**src/rtl/mc_seq_ctrl.sv**
```systemverilog
// Multicycle control sequencer: steps each instruction through IF/ID/EX/MEM/WB and drives the datapath enables.
// Optional MC_SEQ_PERF_EN adds the cycle (cyc_cnt) and retired-instruction (ret_cnt) counters.
module mc_seq_ctrl #(
    parameter int TIMEOUT = 255,
    parameter int TW      = 8
) (
    input  logic        clk,
    input  logic        rst,
    input  logic [2:0]  op_class,
    input  logic        link,
    input  logic        br_taken,
    input  logic        mem_ready,
    output logic        mem_req,
    output logic        mem_we,
    output logic        pc_wr,
    output logic        pc_rd,
    output logic [1:0]  pc_src,
    output logic        ir_wr,
    output logic        ab_wr,
    output logic        z_wr,
    output logic        mdr_wr,
    output logic        rf_wr,
    output logic [1:0]  wb_sel,
    output logic [2:0]  state,
    output logic        halted,
    output logic [1:0]  err
`ifdef MC_SEQ_PERF_EN
    ,
    output logic [31:0] cyc_cnt,
    output logic [31:0] ret_cnt
`endif
);

    typedef enum logic [2:0] {
        S_IF   = 3'd0,
        S_ID   = 3'd1,
        S_EX   = 3'd2,
        S_MEM  = 3'd3,
        S_WB   = 3'd4,
        S_HALT = 3'd5
    } state_t;

    localparam logic [2:0] OP_ALU    = 3'd0;
    localparam logic [2:0] OP_LOAD   = 3'd1;
    localparam logic [2:0] OP_STORE  = 3'd2;
    localparam logic [2:0] OP_BRANCH = 3'd3;
    localparam logic [2:0] OP_JUMP   = 3'd4;
    localparam logic [2:0] OP_HALT   = 3'd5;

    localparam logic [1:0] ERR_NONE    = 2'd0;
    localparam logic [1:0] ERR_ILLEGAL = 2'd1;
    localparam logic [1:0] ERR_TIMEOUT = 2'd2;

    localparam bit          TO_EN  = (TIMEOUT != 0);
    localparam logic [TW-1:0] TO_CNT = TW'(TIMEOUT);

    state_t        r_state;
    state_t        w_next;
    logic [TW-1:0] r_wait;
    logic [TW-1:0] w_waitNext;
    logic [1:0]    r_err;
    logic [1:0]    w_errNext;
    logic          w_timeout;

    logic       w_memReq;
    logic       w_memWe;
    logic       w_pcWr;
    logic       w_pcRd;
    logic [1:0] w_pcSrc;
    logic       w_irWr;
    logic       w_abWr;
    logic       w_zWr;
    logic       w_mdrWr;
    logic       w_rfWr;
    logic [1:0] w_wbSel;

    assign w_timeout = TO_EN && (r_wait == TO_CNT);

    always_ff @(posedge clk) begin
        if (rst) begin
            r_state <= S_IF;
            r_wait  <= '0;
            r_err   <= ERR_NONE;
        end else begin
            r_state <= w_next;
            r_wait  <= w_waitNext;
            r_err   <= w_errNext;
        end
    end

    always_comb begin
        w_next     = r_state;
        w_waitNext = r_wait;
        w_errNext  = r_err;
        w_memReq   = 1'b0;
        w_memWe    = 1'b0;
        w_pcWr     = 1'b0;
        w_pcRd     = 1'b0;
        w_pcSrc    = 2'd0;
        w_irWr     = 1'b0;
        w_abWr     = 1'b0;
        w_zWr      = 1'b0;
        w_mdrWr    = 1'b0;
        w_rfWr     = 1'b0;
        w_wbSel    = 2'd0;

        case (r_state)
            S_IF: begin
                w_memReq = 1'b1;
                w_pcRd   = 1'b1;
                if (mem_ready) begin
                    w_irWr  = 1'b1;
                    w_pcWr  = 1'b1;
                    w_pcSrc = 2'd0;
                    w_next  = S_ID;
                end else if (w_timeout) begin
                    w_next    = S_HALT;
                    w_errNext = ERR_TIMEOUT;
                end else begin
                    w_waitNext = r_wait + 1'b1;
                end
            end
            S_ID: begin
                w_abWr = 1'b1;
                case (op_class)
                    OP_ALU, OP_LOAD, OP_STORE, OP_BRANCH, OP_JUMP: w_next = S_EX;
                    OP_HALT: w_next = S_HALT;
                    default: begin
                        w_next    = S_HALT;
                        w_errNext = ERR_ILLEGAL;
                    end
                endcase
            end
            S_EX: begin
                case (op_class)
                    OP_ALU: begin
                        w_zWr  = 1'b1;
                        w_next = S_WB;
                    end
                    OP_LOAD, OP_STORE: begin
                        w_zWr  = 1'b1;
                        w_next = S_MEM;
                    end
                    OP_BRANCH: begin
                        w_pcWr  = br_taken;
                        w_pcSrc = 2'd1;
                        w_next  = S_IF;
                    end
                    OP_JUMP: begin
                        // Return address comes from the datapath link latch, so PC may update now.
                        w_pcWr  = 1'b1;
                        w_pcSrc = 2'd2;
                        w_next  = link ? S_WB : S_IF;
                    end
                    default: begin
                        w_next    = S_HALT;
                        w_errNext = ERR_ILLEGAL;
                    end
                endcase
            end
            S_MEM: begin
                w_memReq = 1'b1;
                w_memWe  = (op_class == OP_STORE);
                if (mem_ready) begin
                    if (op_class == OP_LOAD) begin
                        w_mdrWr = 1'b1;
                        w_next  = S_WB;
                    end else begin
                        w_next = S_IF;
                    end
                end else if (w_timeout) begin
                    w_next    = S_HALT;
                    w_errNext = ERR_TIMEOUT;
                end else begin
                    w_waitNext = r_wait + 1'b1;
                end
            end
            S_WB: begin
                w_rfWr = 1'b1;
                if (op_class == OP_LOAD) begin
                    w_wbSel = 2'd1;
                end else if (op_class == OP_JUMP && link) begin
                    w_wbSel = 2'd2;
                end
                w_next = S_IF;
            end
            S_HALT: begin
                w_next = S_HALT;
            end
            default: begin
                w_next = S_IF;
            end
        endcase

        if (w_next != r_state || mem_ready) begin
            w_waitNext = '0;
        end
    end

    // Reset masks every output, including the registered status ones.
    assign mem_req = w_memReq & ~rst;
    assign mem_we  = w_memWe & ~rst;
    assign pc_wr   = w_pcWr & ~rst;
    assign pc_rd   = w_pcRd & ~rst;
    assign pc_src  = rst ? 2'd0 : w_pcSrc;
    assign ir_wr   = w_irWr & ~rst;
    assign ab_wr   = w_abWr & ~rst;
    assign z_wr    = w_zWr & ~rst;
    assign mdr_wr  = w_mdrWr & ~rst;
    assign rf_wr   = w_rfWr & ~rst;
    assign wb_sel  = rst ? 2'd0 : w_wbSel;
    assign state   = rst ? 3'd0 : r_state;
    assign halted  = ~rst & (r_state == S_HALT);
    assign err     = rst ? ERR_NONE : r_err;

`ifdef MC_SEQ_PERF_EN
    logic [31:0] r_cycCnt;
    logic [31:0] r_retCnt;
    logic        w_retire;

    assign w_retire = (w_next == S_IF) &&
                      (r_state == S_EX || r_state == S_MEM || r_state == S_WB);

    always_ff @(posedge clk) begin
        if (rst) begin
            r_cycCnt <= '0;
            r_retCnt <= '0;
        end else begin
            if (r_state != S_HALT) begin
                r_cycCnt <= r_cycCnt + 32'd1;
            end
            if (w_retire) begin
                r_retCnt <= r_retCnt + 32'd1;
            end
        end
    end

    assign cyc_cnt = rst ? 32'd0 : r_cycCnt;
    assign ret_cnt = rst ? 32'd0 : r_retCnt;
`endif

endmodule

```
**config.mk**
```make
export PLATFORM = sky130hd
export DESIGN_NAME = mc_seq_ctrl
export DESIGN_NICKNAME = d
export VERILOG_FILES = /design/src/rtl/mc_seq_ctrl.sv
export SDC_FILE = /design/constraint.sdc
export NUM_CORES = 1
export LEC_CHECK = 0
export CAP_MARGIN = 20
export CELL_PAD_IN_SITES_DETAIL_PLACEMENT = 0
export CELL_PAD_IN_SITES_GLOBAL_PLACEMENT = 1
export CORE_UTILIZATION = 37
export DETAILED_ROUTE_END_ITERATION = 12
export GPL_ROUTABILITY_DRIVEN = 1
export PLACE_DENSITY_LB_ADDON = 0.1
export SLEW_MARGIN = 0
export SYNTH_ARGS = -nofsm -noshare
export SYNTH_HDL_FRONTEND = slang
export SYNTH_SLANG_ARGS = --single-unit
```
**constraint.sdc**
```tcl
create_clock -name clk -period 3 [get_ports clk]
set_input_delay 0.9 -clock clk [delete_from_list [all_inputs] [get_ports clk]]
set_output_delay 0.9 -clock clk [all_outputs]
set_load 0.02 [all_outputs]
```
## Word-level counts from Yosys, hierarchy flattened

Index checks and enable logic that the tools add are counted.
Widths: inputs -> output; s select.

- Bits in registers: 13
- Bits in latches: 0
- Bits in writable memories: 0
- Memory bits (read-only): 0
- Input port bits: 8
- Output and inout port bits: 19
- Logic and storage cells: 82
- Memories kept: 0

- $add $sub $neg: 1
- Multipliers: 0
- Div/mod/pow operators: 0
- Magnitude comparators: 0
- Equality and inequality tests: 16
- Shifts and indexed selects: 0
- Mux-type cells: 36
- Bitwise logic cells: 13
- Reduce and logical (&&, ||, !) cells: 13

Operator list:

| cell | number |
|---|---|
| $mux 2 | 11 |
| $mux 3 | 7 |
| $pmux 3 s5 | 1 |
| $eq 3x2->1 const B | 4 |
| $eq 3x3->1 const B | 4 |
| $mux 1 | 12 |
| $pmux 3 s4 | 1 |
| $and 1x1->1 | 10 |
| $add 8x1->8 const B | 1 |
| $eq 8x8->1 const B | 1 |
| $eq 3x1->1 const B | 2 |
| $logic_not 3->1 | 2 |
| $ne 2x2->1 const B | 3 |
| $pmux 2 s3 | 1 |
| $reduce_or 2->1 | 3 |
| $reduce_or 6->1 | 1 |
| $reduce_and 5->1 | 1 |
| $reduce_or 5->1 | 1 |
| $pmux 1 s2 | 2 |
| $pmux 2 s2 | 1 |
| $ne 3x3->1 | 1 |
| $not 1->1 | 3 |
| $reduce_and 3->1 | 1 |
| $reduce_bool 3->1 | 1 |
| 4 further kinds | 4 |

## Depth between registers and ports, before layout

Gate-level depths: netlist (run 1).

- Depth after elaboration: 7
- Gate-level depth with buffers: 7
- Gate-level depth less buffers: 6

## Worst setup path after synthesis (run 1)

No wires, ideal clock.

- Path type: input to output
- Start: input port rst
- End: output port wb_sel[1]
- Arrival: 1.995 ns
- Data required time: 2.100 ns
- Slack: 0.105 ns
- Stages on the path: 3
- Path buffers: 0
- Cell sequence: nand2b_1 > nor3_1 > and4_1

- Word-level cells in the longest chain between the ends: 1

RTL lines:

| what | RTL line | RTL |
|---|---|---|
| start, declared | 8 | `input logic rst,` |
| $mux 2 | 211 | `assign wb_sel = rst ? 2'd0 : w_wbSel;` |
| end, declared | 23 | `output logic [1:0] wb_sel,` |

Every way passes these cells.

## Worst setup path in the final report (run 1)

- Start: input port rst
- End: output port mdr_wr

- Word-level cells in the longest chain between the ends: 2

RTL lines:

| what | RTL line | RTL |
|---|---|---|
| $not 1->1 | 209 | `assign mdr_wr = w_mdrWr & ~rst;` |
| $and 1x1->1 | 209 |  |
| end, declared | 21 | `output logic mdr_wr,` |

Every way passes these cells.

==> metrics, run 1 <==
number of H-tree levels 1; EDFF count, synth 0; placed cell count 202; end of the critical path mdr_wr; switching pwr 0.000173 W; Synthesis Warnings 0; post-synthesis sequential area ratio 25.0%; cts bufs inserted 3; total track usage a little over a fifth; Layout Utilization 56.2%; MaxCap Viol Count 0; syn_area_per_cell 7.65 sq um; status finished clean; Hold Crit Class reg -> reg; area delta synth->final 38.7%; combinational power share 38.8%; Synth area leaders dfxtp_1 (25%), nor3_1 (6.7%), xnor2_1 (5.9%), nor2_1 (4.7%), nor4_1 (4.2%); WS Path Type in -> out; post-route insts no fill just over 200; P per Cell Area 336 nW/um^2; largest net degree at the start of global routing 15; Syn Nets 145; Clock Sinks 13; CTS Hold Bufs 0; RePlAce Congestion 0.822; Most used DFF post-synth dfxtp_1; Final ANT Viol Nets 0; core box area 2570 sq um; vias in the first global route about 960; Clock power frac 21.8%; Worst Path Arrival 2.04 ns; port bufs 26; synthesized instance count between 100 and 150; sw frac 35.6%; Setup crit end kind primary output; peak supply drop 0.000263 V; DP Wirelength 2120 microns; global route overflow 0; ys async rst share 0%; n_diodes 0; RSZ-0062 raised after global routing false; CTS tree yes; RR Startpoint r_wait[0]$_SDFFE_PP0P_; Chip Height 55.0 microns; Initial Util about two fifths; DR iter-0 viols 27; post-DR wirelength/cell 13.5 microns; Synth Register Bits 13; Placed Area between 1000 and 1500 sq um; top cell type by total area after synthesis dfxtp_1; Reg2Reg Setup Slack 1.04 ns; fmax approximately 340 MHz; Post-route DRC 0; Site Rows 18; Pins Over Slew Limit 0; Clock Path Buffers 2; IO Count 27; Internal 0.000313 W; min Tclk post-route between 2 and 3 ns; Worst setup SP type input port; final wirelength between 2000 and 3000 microns; Reg2Reg Depth 6; Setup-failing EPs final 0; Die Area 3030 sq um; library cells used by synthesis between 40 and 50; share of post-route cells with drive strength above 1 24.4%; nets 186; Finished Cell Area 1440 sq um; measured slew at the worst slew-check pin 0.434 ns; root buffer cell clkbuf_4; Vias/cell 5.46; Worst-path clk slew 0.07 ns; Fin. Hold Viols 0; reg2reg end r_wait[1]$_SDFFE_PP0P_; fin crit share 97.9%; Vias 1124; WP data required 2.10 ns; leak pwr 0.648 nW; Pre-antenna DRT Iters 4; final total power between 0.0004 and 0.0005 W; first-pass GRT wire length 4460 microns; Post-Syn Area 1040 sq um; sequential share of power 39.4%; initial antenna violation count 0; worst skew pair latency 0.27 ns; Die X-Extent 55.0 microns; Synth top area share 25.0%; CP startpoint rst; post-CTS setup buffers 0; critical path fanouts, max 6; Post-synth top cells nor3_1 (14), dfxtp_1 (13), nor2_1 (13); Worst slew margin 71.1%; most numerous cell in the Yosys netlist nor3_1; worst clock skew 0.00517 ns
## worst min path at each step
stage	from	end	slack [ns]	depth (start not counted)
after floorplan	r_err[0]$_SDFFE_PP0P_	r_err[0]$_SDFFE_PP0P_	0.44	2
after global placement	r_err[0]$_SDFFE_PP0P_	r_err[0]$_SDFFE_PP0P_	0.45	2
after detailed placement	r_err[0]$_SDFFE_PP0P_	r_err[0]$_SDFFE_PP0P_	0.46	2
after CTS	r_err[0]$_SDFFE_PP0P_	r_err[0]$_SDFFE_PP0P_	0.47	2
after global routing	r_err[0]$_SDFFE_PP0P_	r_err[0]$_SDFFE_PP0P_	0.50	2
final	r_err[0]$_SDFFE_PP0P_	r_err[0]$_SDFFE_PP0P_	0.46	2
## layer usage
layer | vias to the layer above | wire, microns | track usage (%)
met1 | 518 | 1430 | 29.6
li1 | 583 | - | -
met4 | 0 | 0 | 5.00
met2 | 23 | 1270 | 32.1
met5 | - | 0 | 0
met3 | 0 | 83 | 4.10
## critical path, cell delays in order
cell,delay [ns]
dlygate4sd2_1,0.30
nand2b_1,0.22
nor4_1,0.27
dlygate4sd1_1,0.35
## cell usage in the layout (no fill, tap or decap), types with 2 or more instances in the layout
cell,synthesis,layout
buf_4,0,20
nor2_1,13,13
nor3_1,14,13
dfxtp_1,13,13
dlygate4sd2_1,0,10
nand2_1,7,7
nor4_1,7,7
xnor2_1,7,7
inv_1,6,6
nand3_1,5,5
a21oi_1,6,5
clkbuf_2,0,5
nand2b_1,5,4
o21ai_0,4,4
nor2b_1,3,3
clkbuf_4,0,3
clkdlybuf4s50_1,0,3
dlymetal6s2s_1,0,3
buf_2,6,3
a31oi_1,2,2
or4_1,3,2
nor3b_1,2,2
## cell type report
cell class | instances | area, sq um
clock buffers | 4 | 26.3
fillers | 282 | 1120
inverters | 6 | 22.5
well taps | 30 | 37.5
flip-flops and latches | 13 | 260
repair buffers | 45 | 354
multi-input cells | 108 | 742
## registers in the layout, summed over array words and instances (netlist names)
name / count
r_wait: 8
r_err: 2
r_state: 3
## cells by family (layout without fill, tap and decap cells)
logic type / after synthesis / count (layout) / synth area share, %
compound gates: 26 / 26 / 19.3
flops: 13 / 13 / 25.0
xor+xnor: 8 / 8 / 6.74
fa+ha+maj: 1 / 1 / 1.20
buf+inv: 15 / 55 / 6.14
simple gates: 72 / 72 / 40.7
mux: 1 / 1 / 0.963
## power groups by stage
stage               Combinational, W  Sequential [W]  Clock [W]
global route                0.000205        0.000192   0.000120
global placement            0.000193        0.000193          0
finish                      0.000188        0.000191   0.000106
floorplan                   0.000123        0.000189          0
CTS                         0.000191        0.000191   0.000110
detailed placement          0.000195        0.000194          0
## through the flow
stage	hold slack [ns]	setup TNS, ns	worst slack (ns)
after floorplan	0.438	0	0.105
after global placement	0.449	-6.93	-0.555
after detailed placement	0.459	-7.37	-0.624
after CTS	0.470	0	0.00553
after global routing	0.499	0	0.0130
final	0.465	0	0.0644
## repair_timing
action / CTS / global route
pin swaps: 1 / 0
setup endpoints to repair: 19 / 12
gates resized for setup: 37 / 20
Power figures use the tool's default switching activity.
==> run 2, diff against run 1 <==
Settings changed: CAP_MARGIN 20 to 10, SKIP_CTS_REPAIR_TIMING set to 1, SLEW_MARGIN 0 to 30.
==> run 2 against run 1 <==
Non-clock buffer count stayed put. First-iteration DRC count is 3.7% lower. Routed wire length is 0.14% lower. Cell count stayed put. Hold slack hardly changed. Clock skew is 0.0014 ns lower. Via count is 1.1% higher. Sequential power hardly changed. Combinational power is 3% higher. Flip-flop and latch count stayed put. Critical endpoint is now mem_req. Largest cell class unchanged. Largest power group is now combinational logic.
==> metrics, run 2 (synthesized netlist as in run 1, its figures left out) <==
status finished clean; final wirelength between 2000 and 3000 microns; WP data required 2.10 ns; Reg2Reg Setup Slack 1.03 ns; vias in the first global route 950; IO Count 27; worst path cell trace dlymetal6s2s_1 -> buf_4 -> nor2_1 -> clkdlybuf4s50_1; Reg2Reg Depth 6; sw frac 35.3%; min-delay src r_err[0]$_SDFFE_PP0P_; fmax 345 MHz; Internal 0.000319 W; P per Cell Area ~330 nW/um^2; crit-path leading delay family buffers and inverters; switching pwr between 0.00015 and 0.0002 W; area delta synth->final 45.8%; post-DR wirelength/cell 13.5 microns; Vias around 1100; RSZ-0062 raised after global routing false; first-pass GRT wire length ~4400 microns; placed cell count 202; biggest regs r_wait (8), r_state (3), r_err (2); post-route insts no fill ~210; WS Path Type in -> out; core box area 2570 sq um; reg2reg end r_wait[1]$_SDFFE_PP0P_; worst path bufs/invs 3; critical path's slowest cell clkdlybuf4s50_1; max FFs per register 8; Worst setup SP type input port; Fin. Hold Viols 0; RR Startpoint r_wait[0]$_SDFFE_PP0P_; Worst-path clk slew 0.08 ns; Clock power frac 21.8%; Worst slew margin between 70% and 80%; min Tclk post-route 2.89 ns; Chip Height 55.0 microns; Initial Util roughly two fifths; n_diodes 0; Setup-failing EPs final 0; Critical Path Max Stage Delay 0.61 ns; Pins Over Slew Limit 0; port bufs 26; MaxCap Viol Count 0; initial antenna violation count 0; most frequent cells in the layout buf_4 (20), dlymetal6s2s_1 (16), nor3_1 (13), dfxtp_1 (13), nor2_1 (12); critical path fanouts, max 10; combinational power share 39.4%; nets roughly 190; DP Wirelength 2120 microns; global route overflow 0; final total power between 0.0004 and 0.0005 W; number of H-tree levels 1; Hold Crit Class reg -> reg; worst skew pair latency 0.27 ns; Pre-antenna DRT Iters 4; share of post-route cells with drive strength above 1 22.2%; most flop-heavy register r_wait; commonest non-fill, non-tap cell in the layout buf_4; Die X-Extent 55.0 microns; Worst Path Arrival approximately 2.0 ns; peak supply drop 0.000271 V; DR iter-0 viols 26; Post-route DRC 0; Die Area 3030 sq um; sequential share of power between 30% and 40%; Vias/cell 5.51; fin crit share 96.5%; Clock Sinks 13; cts bufs inserted 3; Setup crit end kind primary output; worst clock skew roughly 0.0038 ns; CTS tree yes; root buffer cell clkbuf_4; Clock Path Buffers 2; measured slew at the worst slew-check pin around 0.44 ns; Final ANT Viol Nets 0; RePlAce Congestion 0.822; largest net degree at the start of global routing 15; Site Rows 18; total track usage 20.6%; hold depth 2; hold path endpoint r_err[0]$_SDFFE_PP0P_; leak pwr around 0.79 nW
==> run 2: cell count changes in the layout (fill, tap and decap cells not counted), sizes merged <==
cell / previous run / this run
dlygate4sd2: 10 / 0
buf: 23 / 20
dlygate4sd1: 1 / 0
clkbuf: 9 / 7
clkdlybuf4s50: 3 / 6
dlymetal6s2s: 3 / 16
==> run 2: worst max path at each step <==
stage | slack, ns | depth (start not counted) | endpoint | start
6_report | 0.11 | 4 | mem_req | rst
5_1_grt | 0.04 | 4 | err[0] | rst
4_1_cts | -0.63 | 5 | wb_sel[0] | rst
3_5_place_dp | -0.62 | 5 | wb_sel[0] | rst
3_3_place_gp | -0.55 | 5 | wb_sel[0] | rst
2_1_floorplan | 0.11 | 3 | wb_sel[1] | rst
==> run 2: metal layers <==
layer / GRT usage (%) / share of wire [%] / vias to the layer above
met2: 30.1 / 46 / 35
met3: 4.10 / 4.4 / 2
met1: 30.2 / 49 / 518
met4: 5.42 / 0.47 / 0
met5: 0 / 0 / -
li1: - / - / 581
==> run 2: final cells by class <==
type | count | area (sq um)
clock buffer | 4 | 26.3
fill | 258 | 1050
inverter | 6 | 22.5
multi-input combinational | 108 | 744
sequential | 13 | 260
tap | 30 | 37.5
timing repair buffer | 45 | 425
==> run 2: power by group through the flow <==
| stage | combinational [W] | clock (W) | sequential, W |
|---|---|---|---|
| after floorplan | 0.000123 | 0 | 0.000189 |
| after global placement | 0.000193 | 0 | 0.000193 |
| after detailed placement | 0.000195 | 0 | 0.000194 |
| after CTS | 0.000196 | 0.000110 | 0.000190 |
| after global routing | 0.000212 | 0.000120 | 0.000192 |
| final | 0.000194 | 0.000107 | 0.000192 |
==> run 2: tightest hold or removal path, delay by kind of cell, from the launching register on <==
family / cells / cell delay, ns
flops: 1 / 0.31
compound gates: 2 / 0.11
==> run 2: per-stage QoR <==
stage / util (%) / setup slack, ns / hold slack (ns) / setup TNS, ns / instance area (sq um)
after floorplan: - / 0.105 / 0.438 / 0 / 1040
after global placement: 56.0 / -0.555 / 0.449 / -6.93 / 1440
after detailed placement: 56.0 / -0.624 / 0.459 / -7.37 / 1440
after CTS: 57.1 / -0.630 / 0.470 / -7.45 / 1470
after global routing: 59.1 / 0.0429 / 0.499 / 0 / 1520
final: 59.1 / 0.106 / 0.465 / 0 / 1520
